File: src/rtl/epwm_db_pkg.sv
// rtl/epwm_db_pkg.sv - shared encodings for the EPWM dead-band generator
//
// Purpose: mode and channel-state encodings plus the default counter width,
// imported by epwm_db_channel and epwm_deadband_gen.
// Ports: none (package).

package epwm_db_pkg;

  localparam int DB_WIDTH_DEFAULT = 10;

  // Source-selection modes; 2'b11 is decoded as complementary by the top.
  localparam logic [1:0] DB_MODE_BYPASS = 2'b00;
  localparam logic [1:0] DB_MODE_COMP   = 2'b01;
  localparam logic [1:0] DB_MODE_INDEP  = 2'b10;

  typedef enum logic [1:0] {
    DB_OFF  = 2'b00,
    DB_WAIT = 2'b01,
    DB_ON   = 2'b10
  } db_state_e;

endpackage

File: src/rtl/epwm_db_channel.sv
// rtl/epwm_db_channel.sv - one dead-band channel: edge detect, OFF/WAIT/ON FSM, delay counter
//
// Purpose: delays the rising edge of src by `delay` clocks, passes the falling
// edge through immediately, swallows pulses shorter than the delay, and
// registers the polarity-adjusted output together with the FSM.
// Ports:
//   clk, rst    clock, asynchronous active-high reset
//   src         channel source waveform
//   delay       rising-edge delay, captured on OFF->WAIT only
//   kill        force the FSM to OFF this edge (disable, mode change, trip)
//   force_low   with kill, drive out to 0 regardless of pol
//   pol         output inversion
//   raw         dead-banded level before polarity
//   out         registered pin value
//   active      channel is in WAIT

module epwm_db_channel
  import epwm_db_pkg::*;
#(
  parameter int DB_WIDTH = DB_WIDTH_DEFAULT
) (
  input  logic                clk,
  input  logic                rst,
  input  logic                src,
  input  logic [DB_WIDTH-1:0] delay,
  input  logic                kill,
  input  logic                force_low,
  input  logic                pol,
  output logic                raw,
  output logic                out,
  output logic                active
);

  db_state_e           state_q;
  logic [DB_WIDTH-1:0] cnt_q;
  logic                s_d;
  logic                rise;
  logic                fall;

  assign rise   = src & ~s_d;
  assign fall   = ~src & s_d;
  assign active = (state_q == DB_WAIT);

  always_ff @(posedge clk or posedge rst) begin
    if (rst) begin
      state_q <= DB_OFF;
      cnt_q   <= '0;
      s_d     <= 1'b0;
      raw     <= 1'b0;
      out     <= 1'b0;
    end else begin
      // History always tracks the live source, so after a kill the channel
      // only restarts on a genuinely new rise.
      s_d <= src;
      out <= raw ^ pol;
      if (kill) begin
        state_q <= DB_OFF;
        cnt_q   <= '0;
        raw     <= 1'b0;
        out     <= force_low ? 1'b0 : pol;
      end else begin
        case (state_q)
          DB_OFF: begin
            if (rise) begin
              if (delay == '0) begin
                state_q <= DB_ON;
                raw     <= 1'b1;
                out     <= ~pol;
              end else begin
                state_q <= DB_WAIT;
                cnt_q   <= delay;
              end
            end
          end
          DB_WAIT: begin
            // A fall during the wait cancels the pulse entirely.
            if (fall) begin
              state_q <= DB_OFF;
              cnt_q   <= '0;
              raw     <= 1'b0;
              out     <= pol;
            end else if (cnt_q == DB_WIDTH'(1)) begin
              state_q <= DB_ON;
              cnt_q   <= '0;
              raw     <= 1'b1;
              out     <= ~pol;
            end else begin
              cnt_q <= cnt_q - DB_WIDTH'(1);
            end
          end
          DB_ON: begin
            if (fall) begin
              state_q <= DB_OFF;
              raw     <= 1'b0;
              out     <= pol;
            end
          end
          default: begin
            state_q <= DB_OFF;
            cnt_q   <= '0;
            raw     <= 1'b0;
          end
        endcase
      end
    end
  end

endmodule

File: src/rtl/epwm_deadband_gen.sv
// rtl/epwm_deadband_gen.sv - EPWM dead-band generator top: source mux, polarity, trip, status
//
// Purpose: conditions raw PWM A/B into pin drives with programmable rising
// (RED) and falling (FED) dead time, selectable source mode and polarity.
// Optional trip zone enabled by defining EPWM_DB_TRIPZONE_EN.
// Ports:
//   FCB_CLK, FCB_RST     clock, asynchronous active-high reset
//   enable_i             0 forces both channels OFF
//   mode_i               00 bypass, 01/11 complementary from A, 10 independent
//   polarity_i           bit0 inverts epwm_a_o, bit1 inverts epwm_b_o
//   red_i, fed_i         channel A / channel B delays in clocks
//   pwm_a_i, pwm_b_i     raw PWM inputs
//   trip_i, trip_clr_i   (EPWM_DB_TRIPZONE_EN) trip request / sticky clear
//   tripped_o            (EPWM_DB_TRIPZONE_EN) sticky trip status
//   epwm_a_o, epwm_b_o   registered pin outputs
//   db_active_o          either channel is waiting out its dead time

module epwm_deadband_gen
  import epwm_db_pkg::*;
#(
  parameter int DB_WIDTH = DB_WIDTH_DEFAULT
) (
  input  logic                FCB_CLK,
  input  logic                FCB_RST,
  input  logic                enable_i,
  input  logic [1:0]          mode_i,
  input  logic [1:0]          polarity_i,
  input  logic [DB_WIDTH-1:0] red_i,
  input  logic [DB_WIDTH-1:0] fed_i,
  input  logic                pwm_a_i,
  input  logic                pwm_b_i,
`ifdef EPWM_DB_TRIPZONE_EN
  input  logic                trip_i,
  input  logic                trip_clr_i,
  output logic                tripped_o,
`endif
  output logic                epwm_a_o,
  output logic                epwm_b_o,
  output logic                db_active_o
);

  logic [1:0]          mode_q;
  logic                mode_vld_q;
  logic                mode_chg;
  logic                trip_force;
  logic                kill;
  logic                src_a, src_b;
  logic [DB_WIDTH-1:0] dly_a, dly_b;
  logic                raw_a, raw_b;
  logic                act_a, act_b;

  // mode_vld_q keeps the first edge after reset from looking like a mode
  // change, so a source already high at release is still seen as a rise.
  always_ff @(posedge FCB_CLK or posedge FCB_RST) begin
    if (FCB_RST) begin
      mode_q     <= DB_MODE_BYPASS;
      mode_vld_q <= 1'b0;
    end else begin
      mode_q     <= mode_i;
      mode_vld_q <= 1'b1;
    end
  end

  assign mode_chg = mode_vld_q & (mode_i != mode_q);

`ifdef EPWM_DB_TRIPZONE_EN
  always_ff @(posedge FCB_CLK or posedge FCB_RST) begin
    if (FCB_RST) begin
      tripped_o <= 1'b0;
    end else if (trip_i) begin
      tripped_o <= 1'b1;
    end else if (trip_clr_i) begin
      tripped_o <= 1'b0;
    end
  end

  // Outputs stay forced through the clearing edge; normal operation then
  // waits for a fresh source rise.
  assign trip_force = trip_i | tripped_o;
`else
  assign trip_force = 1'b0;
`endif

  assign kill = ~enable_i | mode_chg | trip_force;

  always_comb begin
    src_a = pwm_a_i;
    src_b = pwm_b_i;
    dly_a = '0;
    dly_b = '0;
    case (mode_i)
      DB_MODE_BYPASS: begin
        dly_a = '0;
        dly_b = '0;
      end
      DB_MODE_INDEP: begin
        dly_a = red_i;
        dly_b = fed_i;
      end
      default: begin
        // DB_MODE_COMP and the reserved 2'b11
        src_b = ~pwm_a_i;
        dly_a = red_i;
        dly_b = fed_i;
      end
    endcase
  end

  epwm_db_channel #(.DB_WIDTH(DB_WIDTH)) u_ch_a (
    .clk       (FCB_CLK),
    .rst       (FCB_RST),
    .src       (src_a),
    .delay     (dly_a),
    .kill      (kill),
    .force_low (trip_force),
    .pol       (polarity_i[0]),
    .raw       (raw_a),
    .out       (epwm_a_o),
    .active    (act_a)
  );

  epwm_db_channel #(.DB_WIDTH(DB_WIDTH)) u_ch_b (
    .clk       (FCB_CLK),
    .rst       (FCB_RST),
    .src       (src_b),
    .delay     (dly_b),
    .kill      (kill),
    .force_low (trip_force),
    .pol       (polarity_i[1]),
    .raw       (raw_b),
    .out       (epwm_b_o),
    .active    (act_b)
  );

  assign db_active_o = act_a | act_b;

endmodule

File: config.mk
export PLATFORM = sky130hd
export DESIGN_NAME = epwm_deadband_gen
export DESIGN_NICKNAME = d
export VERILOG_FILES = /design/src/rtl/epwm_db_pkg.sv /design/src/rtl/epwm_db_channel.sv /design/src/rtl/epwm_deadband_gen.sv
export SDC_FILE = /design/constraint.sdc
export NUM_CORES = 1
export LEC_CHECK = 0
export CORE_UTILIZATION = 64
export DETAILED_ROUTE_END_ITERATION = 8
export DONT_BUFFER_PORTS = 1
export PLACE_DENSITY = 0.77
export SYNTH_ARGS = -nofsm -noshare
export SYNTH_HDL_FRONTEND = slang
export SYNTH_SLANG_ARGS = --single-unit
File: constraint.sdc
create_clock -name FCB_CLK -period 2.6 [get_ports FCB_CLK]
set_input_delay 0.65 -clock FCB_CLK [delete_from_list [all_inputs] [get_ports FCB_CLK]]
set_output_delay 0.65 -clock FCB_CLK [all_outputs]
set_load 0.02 [all_outputs]
==> results of run 1 <==
Yosys cell counts, types with 4 or more instances:
library cell	count	area share, %
ha_1	4	2.1
nand2b_1	4	1.0
inv_1	24	3.7
nand2_1	16	2.5
a32o_1	5	2.1
nor2_1	16	2.5
nor3_1	10	2.1
and2_1	4	1.0
o31ai_1	12	3.7
nor4_1	7	1.8
nor2b_1	8	2.1
dfrtp_1	33	34
clkbuf_1	5	0.78
o22ai_1	6	1.6
a31oi_1	4	1.0
o21ai_0	8	1.7
a21oi_1	6	1.2
a22o_1	18	6.5
nand3_1	6	1.2
o21ai_1	8	1.7
kinds of logic after synthesis:
family                     synth area share, %
AOI/OAI and AO/OA                        30.78
and+or+nand+nor                          22.19
buffers and inverters                    7.398
DFF                                      34.14
adders and majority gates                2.897
muxes                                    1.707
xor gates and xnor gates                0.7244
other                                   0.1551
metal layers:
layer	up-vias	part of all wire, %	GRT usage [%]
met5	-	0	0
met4	0	1.6	12.50
met3	11	7.9	5.435
met2	102	45	46.28
met1	1028	45	43.90
li1	1052	-	-
cell type report:
cell class	instances	share of cell area (%)
multi-input combinational	203	56.14
sequential	33	32.79
inverter	24	3.577
clock buffer	7	3.428
tap	46	2.285
timing repair buffer	6	1.788
registers in the layout, indices dropped and copies added (netlist names):
register	flops
u_ch_a.cnt_q	10
u_ch_a.out	1
mode_q	2
u_ch_b.state_q	2
u_ch_a.raw	1
u_ch_b.out	1
u_ch_a.state_q	2
u_ch_b.s_d	1
u_ch_b.cnt_q	10
u_ch_b.raw	1
mode_vld_q	1
u_ch_a.s_d	1
worst paths after layout:
| kind | from | to | cells past startpoint |
|---|---|---|---|
| setup / recovery | u_ch_b.cnt_q[4]$_DFFE_PP0P_ | u_ch_b.cnt_q[5]$_DFFE_PP0P_ | 5 |
| setup reg to reg | u_ch_b.cnt_q[4]$_DFFE_PP0P_ | u_ch_b.cnt_q[5]$_DFFE_PP0P_ | 5 |
| hold / removal | FCB_RST | u_ch_a.cnt_q[5]$_DFFE_PP0P_ | 2 |
| min in group FCB_CLK | mode_i[1] | mode_q[1]$_DFF_PP0_ | 0 |
| hold reg to reg | u_ch_a.cnt_q[8]$_DFFE_PP0P_ | u_ch_a.cnt_q[8]$_DFFE_PP0P_ | 1 |
| max in group asynchronous | FCB_RST | u_ch_b.s_d$_DFF_PP0_ | 2 |
critical path, delay by kind of cell, from the launching register on:
family             cells  cell delay, ps
and+or+nand+nor        3            1360
DFF                    1             460
AOI/OAI and AO/OA      2             370
through the flow:
step	instance area, um^2	total power [uW]
finish	2519	1327
global route	2519	1389
CTS	2519	1325
detailed placement	2432	937.6
global placement	2432	931.1
floorplan	2419	877.5
power by group:
group	switching (uW)	internal, uW
Clock	182	210
Combinational	201	142
Sequential	47.1	545
Total	429	897
==> flow_summary_export.csv, run 1 <==
group,metric,value,unit
status,status,"finished, final reports clean",
cells_and_area,final_cells,319,
synthesis,synth-async-reset-ratio,100.0,%
synthesis,ys.flop_type,"dfrtp_1",
global_route,grt_pass1_vias,2067,
synthesis,syn-cell-area,2419,um^2
cells_and_area,fin_util,72.62,%
timing,fin_setup_tns,0,ps
setup_path,crit_required,2760,ps
timing,hold_viol,0,
timing,worst_pin_slew,1108,ps
die,coreArea,3468,um^2
global_route,grt_start_max_net_pins,34,
global_route,antenna_found_initial,0,
detailed_routing,wl,5.772,mm
power_and_ir_drop,power_density,526.8,nW/um^2
detailed_routing,antenna_left,0,
timing,period_needed,2305,ps
clock_network,cts_hold_buf,0,
timing,skew,5.989,ps
global_route,grt_pass1_wl,9.784,mm
timing,maxSlewHeadroom,25.53,%
power_and_ir_drop,leakage,0.001074,uW
setup_path,critical_path_peak_fanout,13,
cells_and_area,n_fill_cell,285,
clock_network,htree_levels,2,
clock_network,cts_buffers,5,
synthesis,yosysSeqAreaShare,34.14,%
die,placementRows,21,
synthesis,synth_nets,304,
synthesis,synth_edf_count,0,
setup_path,crit_arrival,2470,ps
placed_design,io_buffers,0,
timing,fmax,433.7,MHz
timing,rsz0062_at_grt,"false",
detailed_routing,vias,2193,
hold_path,holdCritPathClass,"primary input to async pin",
die,die_h,63.48,um
synthesis,synth_warnings,0,
setup_path,startpoint_type,"flop",
placed_design,gp_congestion,0.9006,
timing,setup_violations,0,
placed_design,post-place-ws,295.3,ps
clock_network,cts_tree,"yes",
clock_network,clockBufferDepth,2,
run,drv_cap,0,
cells_and_area,num_antenna_cells,0,
cells_and_area,layout_common_cells,"33 x dfrtp_1, 24 x inv_1, 18 x a22o_1",
placed_design,dpl.hpwl,4.106,mm
clock_network,cts-resized-gates,0,
cells_and_area,layout_commonest_cell,"dfrtp_1",
clock_network,clock_latency,280,ps
cells_and_area,multi_input_area,1414,um^2
cells_and_area,fin_nets,306,
global_route,grt-ovfl-total,0,
clock_network,path_clk_slew,70,ps
setup_path,cp_slowest_stage_delay,600,ps
detailed_routing,drt-pass1-iter-count,6,
timing,timing.final.crit_share,88.67,%
timing,whs,348.1,ps
setup_path,worstSetupPathType,"flop to flop",
die,initial_utilization,69.73,%
timing,maxSlewViolCount,0,
synthesis,synth_cells,271,
detailed_routing,drc,0,
placed_design,post-place-cells,312,
die,die_w,63.48,um
clock_network,cts_sinks,33,
die,dieArea,4029,um^2
setup_path,crit_chain,"or4_4 > or3b_1 > nand4_4 > o21ai_1 > a22o_1",
cells_and_area,register_area,825.8,um^2
detailed_routing,drt_iter0_markers,319,
synthesis,synth_cell_types,63,
clock_network,cts_setup_buffers,0,
detailed_routing,wl_per_cell,18.09,um
setup_path,endpoint_kind,"flop",
setup_path,slowest_stage,"or4_4",
detailed_routing,avgViaCountPerCell,6.875,
cells_and_area,syn_to_final_growth,4.139,%
synthesis,synth_area_per_cell,8.925,um^2
timing,timing.final.ws_setup,294.5,ps
die,io_pins,32,
global_route,grt_use_total,30.90,%
clock_network,cts-root-buf,"clkbuf_8",
power_and_ir_drop,peakVddDrop,0.3727,mV
synthesis,ys_seq_elements,33,
cells_and_area,drive_gt1_share,8.059,%
setup_path,ff2ff_setup_slack,290,ps
No activity file was read; power rests on OpenSTA's default activity.
==> run 2, diff against run 1 <==
--- a/config.mk
+++ b/config.mk
@@ -5,6 +5,7 @@
 export SDC_FILE = /design/constraint.sdc
 export NUM_CORES = 1
 export LEC_CHECK = 0
+export CORE_MARGIN = 8
 export CORE_UTILIZATION = 64
 export DETAILED_ROUTE_END_ITERATION = 8
 export DONT_BUFFER_PORTS = 1
==> run 2 against run 1 <==
Clock power is 4% lower. First-iteration DRC count fell by 51%. Die area is 49% higher. Global-route usage is 10 points lower.
==> flow_summary_export.csv, run 2 (same netlist as run 1, synthesis figures left out) <==
group,metric,value,unit
status,status,"finished, final reports clean",
die,die_h,77.48,um
global_route,grt-ovfl-total,0,
setup_path,critical_path_peak_fanout,14,
clock_network,cts_setup_buffers,0,
setup_path,crit_required,2780,ps
clock_network,clock_latency,290,ps
timing,rsz0062_at_grt,"false",
run,drv_cap,0,
detailed_routing,top_layer_used,"met4",
detailed_routing,drt-pass1-iter-count,7,
placed_design,post-place-cells,318,
clock_network,cts_tree,"yes",
cells_and_area,num_antenna_cells,0,
setup_path,endpoint_kind,"flop",
global_route,antenna_found_initial,0,
die,placementRows,22,
detailed_routing,drc,0,
detailed_routing,antenna_left,0,
setup_path,ff2ff_setup_slack,260,ps
power_and_ir_drop,power_density,518.2,nW/um^2
die,coreArea,3661,um^2
detailed_routing,drt_iter0_markers,156,
cells_and_area,top_regs,"u_ch_a.cnt_q: 10 flops, u_ch_b.cnt_q: 10 flops",
detailed_routing,wl_met3,647,um
die,io_pins,32,
die,die_w,77.48,um
timing,skew,5.638,ps
cells_and_area,n_fill_cell,297,
detailed_routing,routedLengthMet1,2.719,mm
timing,timing.final.ws_setup,261.6,ps
timing,maxSlewViolCount,0,
timing,period_needed,2338,ps
detailed_routing,vias,2258,
cells_and_area,layout_commonest_cell,"dfrtp_1",
clock_network,path_clk_slew,70,ps
power_and_ir_drop,totalPowerFinal,1320,uW
global_route,grt_pass1_vias,2065,
timing,worst_pin_slew,1149,ps
cells_and_area,layout_common_cells,"33 x dfrtp_1, 24 x inv_1, 18 x a22o_1",
setup_path,crit_arrival,2520,ps
cells_and_area,syn_to_final_growth,5.328,%
timing,setup_violations,0,
clock_network,clockBufferDepth,2,
timing,maxSlewHeadroom,22.79,%
detailed_routing,wl_met2,2.737,mm
setup_path,worst_r2r_path_depth,5,
clock_network,cts-root-buf,"clkbuf_8",
clock_network,cts_sinks,33,
placed_design,dpl.hpwl,4.535,mm
detailed_routing,wl_per_cell,19.11,um
setup_path,startpoint_type,"flop",
detailed_routing,wl,6.230,mm
clock_network,cts_buffers,5,
timing,fmax,427.6,MHz
cells_and_area,drive_gt1_share,9.712,%
power_and_ir_drop,peakVddDrop,0.4633,mV
placed_design,post-place-ws,303.9,ps
setup_path,timing.rr.end,"u_ch_a.cnt_q[9]$_DFFE_PP0P_",
power_and_ir_drop,leakage,0.001095,uW
detailed_routing,avgViaCountPerCell,6.926,
timing,timing.final.crit_share,89.94,%
global_route,grt_pass1_wl,10.20,mm
die,initial_utilization,66.06,%
clock_network,cts-resized-gates,0,
placed_design,gp_congestion,0.9053,
timing,hold_viol,0,
clock_network,htree_levels,2,
global_route,grt_start_max_net_pins,34,
cells_and_area,fin_nets,310,
setup_path,reg2reg_from,"u_ch_a.cnt_q[5]$_DFFE_PP0P_",
placed_design,io_buffers,0,
cells_and_area,final_cells,326,
die,dieArea,6002,um^2
timing,fin_setup_tns,0,ps
hold_path,holdCritPathClass,"primary input to async pin",
setup_path,worstSetupPathType,"flop to flop",
global_route,grt_use_total,20.76,%
clock_network,cts_hold_buf,0,
[run 2: cell count changes in the layout (fill, tap and decap cells not counted), sizes merged]
cell	change
buf	+4
clkbuf	-1
clkinv	+2
[run 2: per-stage QoR]
stage / util, % / hold WS (ps) / instance area, um^2
floorplan: - / 474.0 / 2419
global placement: 67.33 / 498.0 / 2465
detailed placement: 67.33 / 501.0 / 2465
CTS: 69.58 / 357.2 / 2547
global route: 69.58 / 370.5 / 2547
finish: 69.58 / 346.8 / 2547
[run 2: worst max path at each step]
stage	slack, ps	end	startpoint
floorplan	460	u_ch_b.cnt_q[5]$_DFFE_PP0P_	u_ch_b.cnt_q[4]$_DFFE_PP0P_
global placement	320	u_ch_b.out$_DFF_PP0_	u_ch_b.cnt_q[4]$_DFFE_PP0P_
detailed placement	300	u_ch_b.cnt_q[6]$_DFFE_PP0P_	fed_i[8]
CTS	320	u_ch_b.out$_DFF_PP0_	u_ch_b.cnt_q[4]$_DFFE_PP0P_
global route	60	u_ch_a.state_q[1]$_DFFE_PP0P_	u_ch_a.cnt_q[5]$_DFFE_PP0P_
finish	260	u_ch_a.cnt_q[9]$_DFFE_PP0P_	u_ch_a.cnt_q[5]$_DFFE_PP0P_
[run 2: cell type report]
type	instances	area [um^2]	area share (%)
multi-input cells	203	1414	55.50
repair buffers	10	75.07	2.947
well taps	48	60.06	2.358
flip-flops and latches	33	825.8	32.42
inverters	24	90.09	3.536
clock buffers	6	72.57	2.849
clock inverters	2	10.01	0.3929
[run 2: layer usage]
| metal | up-vias | track usage, % |
|---|---|---|
| li1 | 1055 | - |
| met1 | 1068 | 27.81 |
| met2 | 121 | 29.49 |
| met3 | 14 | 7.143 |
| met4 | 0 | 9.057 |
| met5 | - | 0 |
[run 2: worst max-delay path: stages (launching register included)]
cell and delay, ps:
dfrtp_1 450, nor4_1 630, nand3_1 280, nand2_1 430
o31ai_1 170, a22o_1 270
[run 2: report_power, final]
part | total [uW] | switching [uW] | internal [uW]
combinational | 352 | 205 | 147
clock | 376 | 191 | 185
sequential | 592 | 46.9 | 545
total | 1320 | 443 | 877
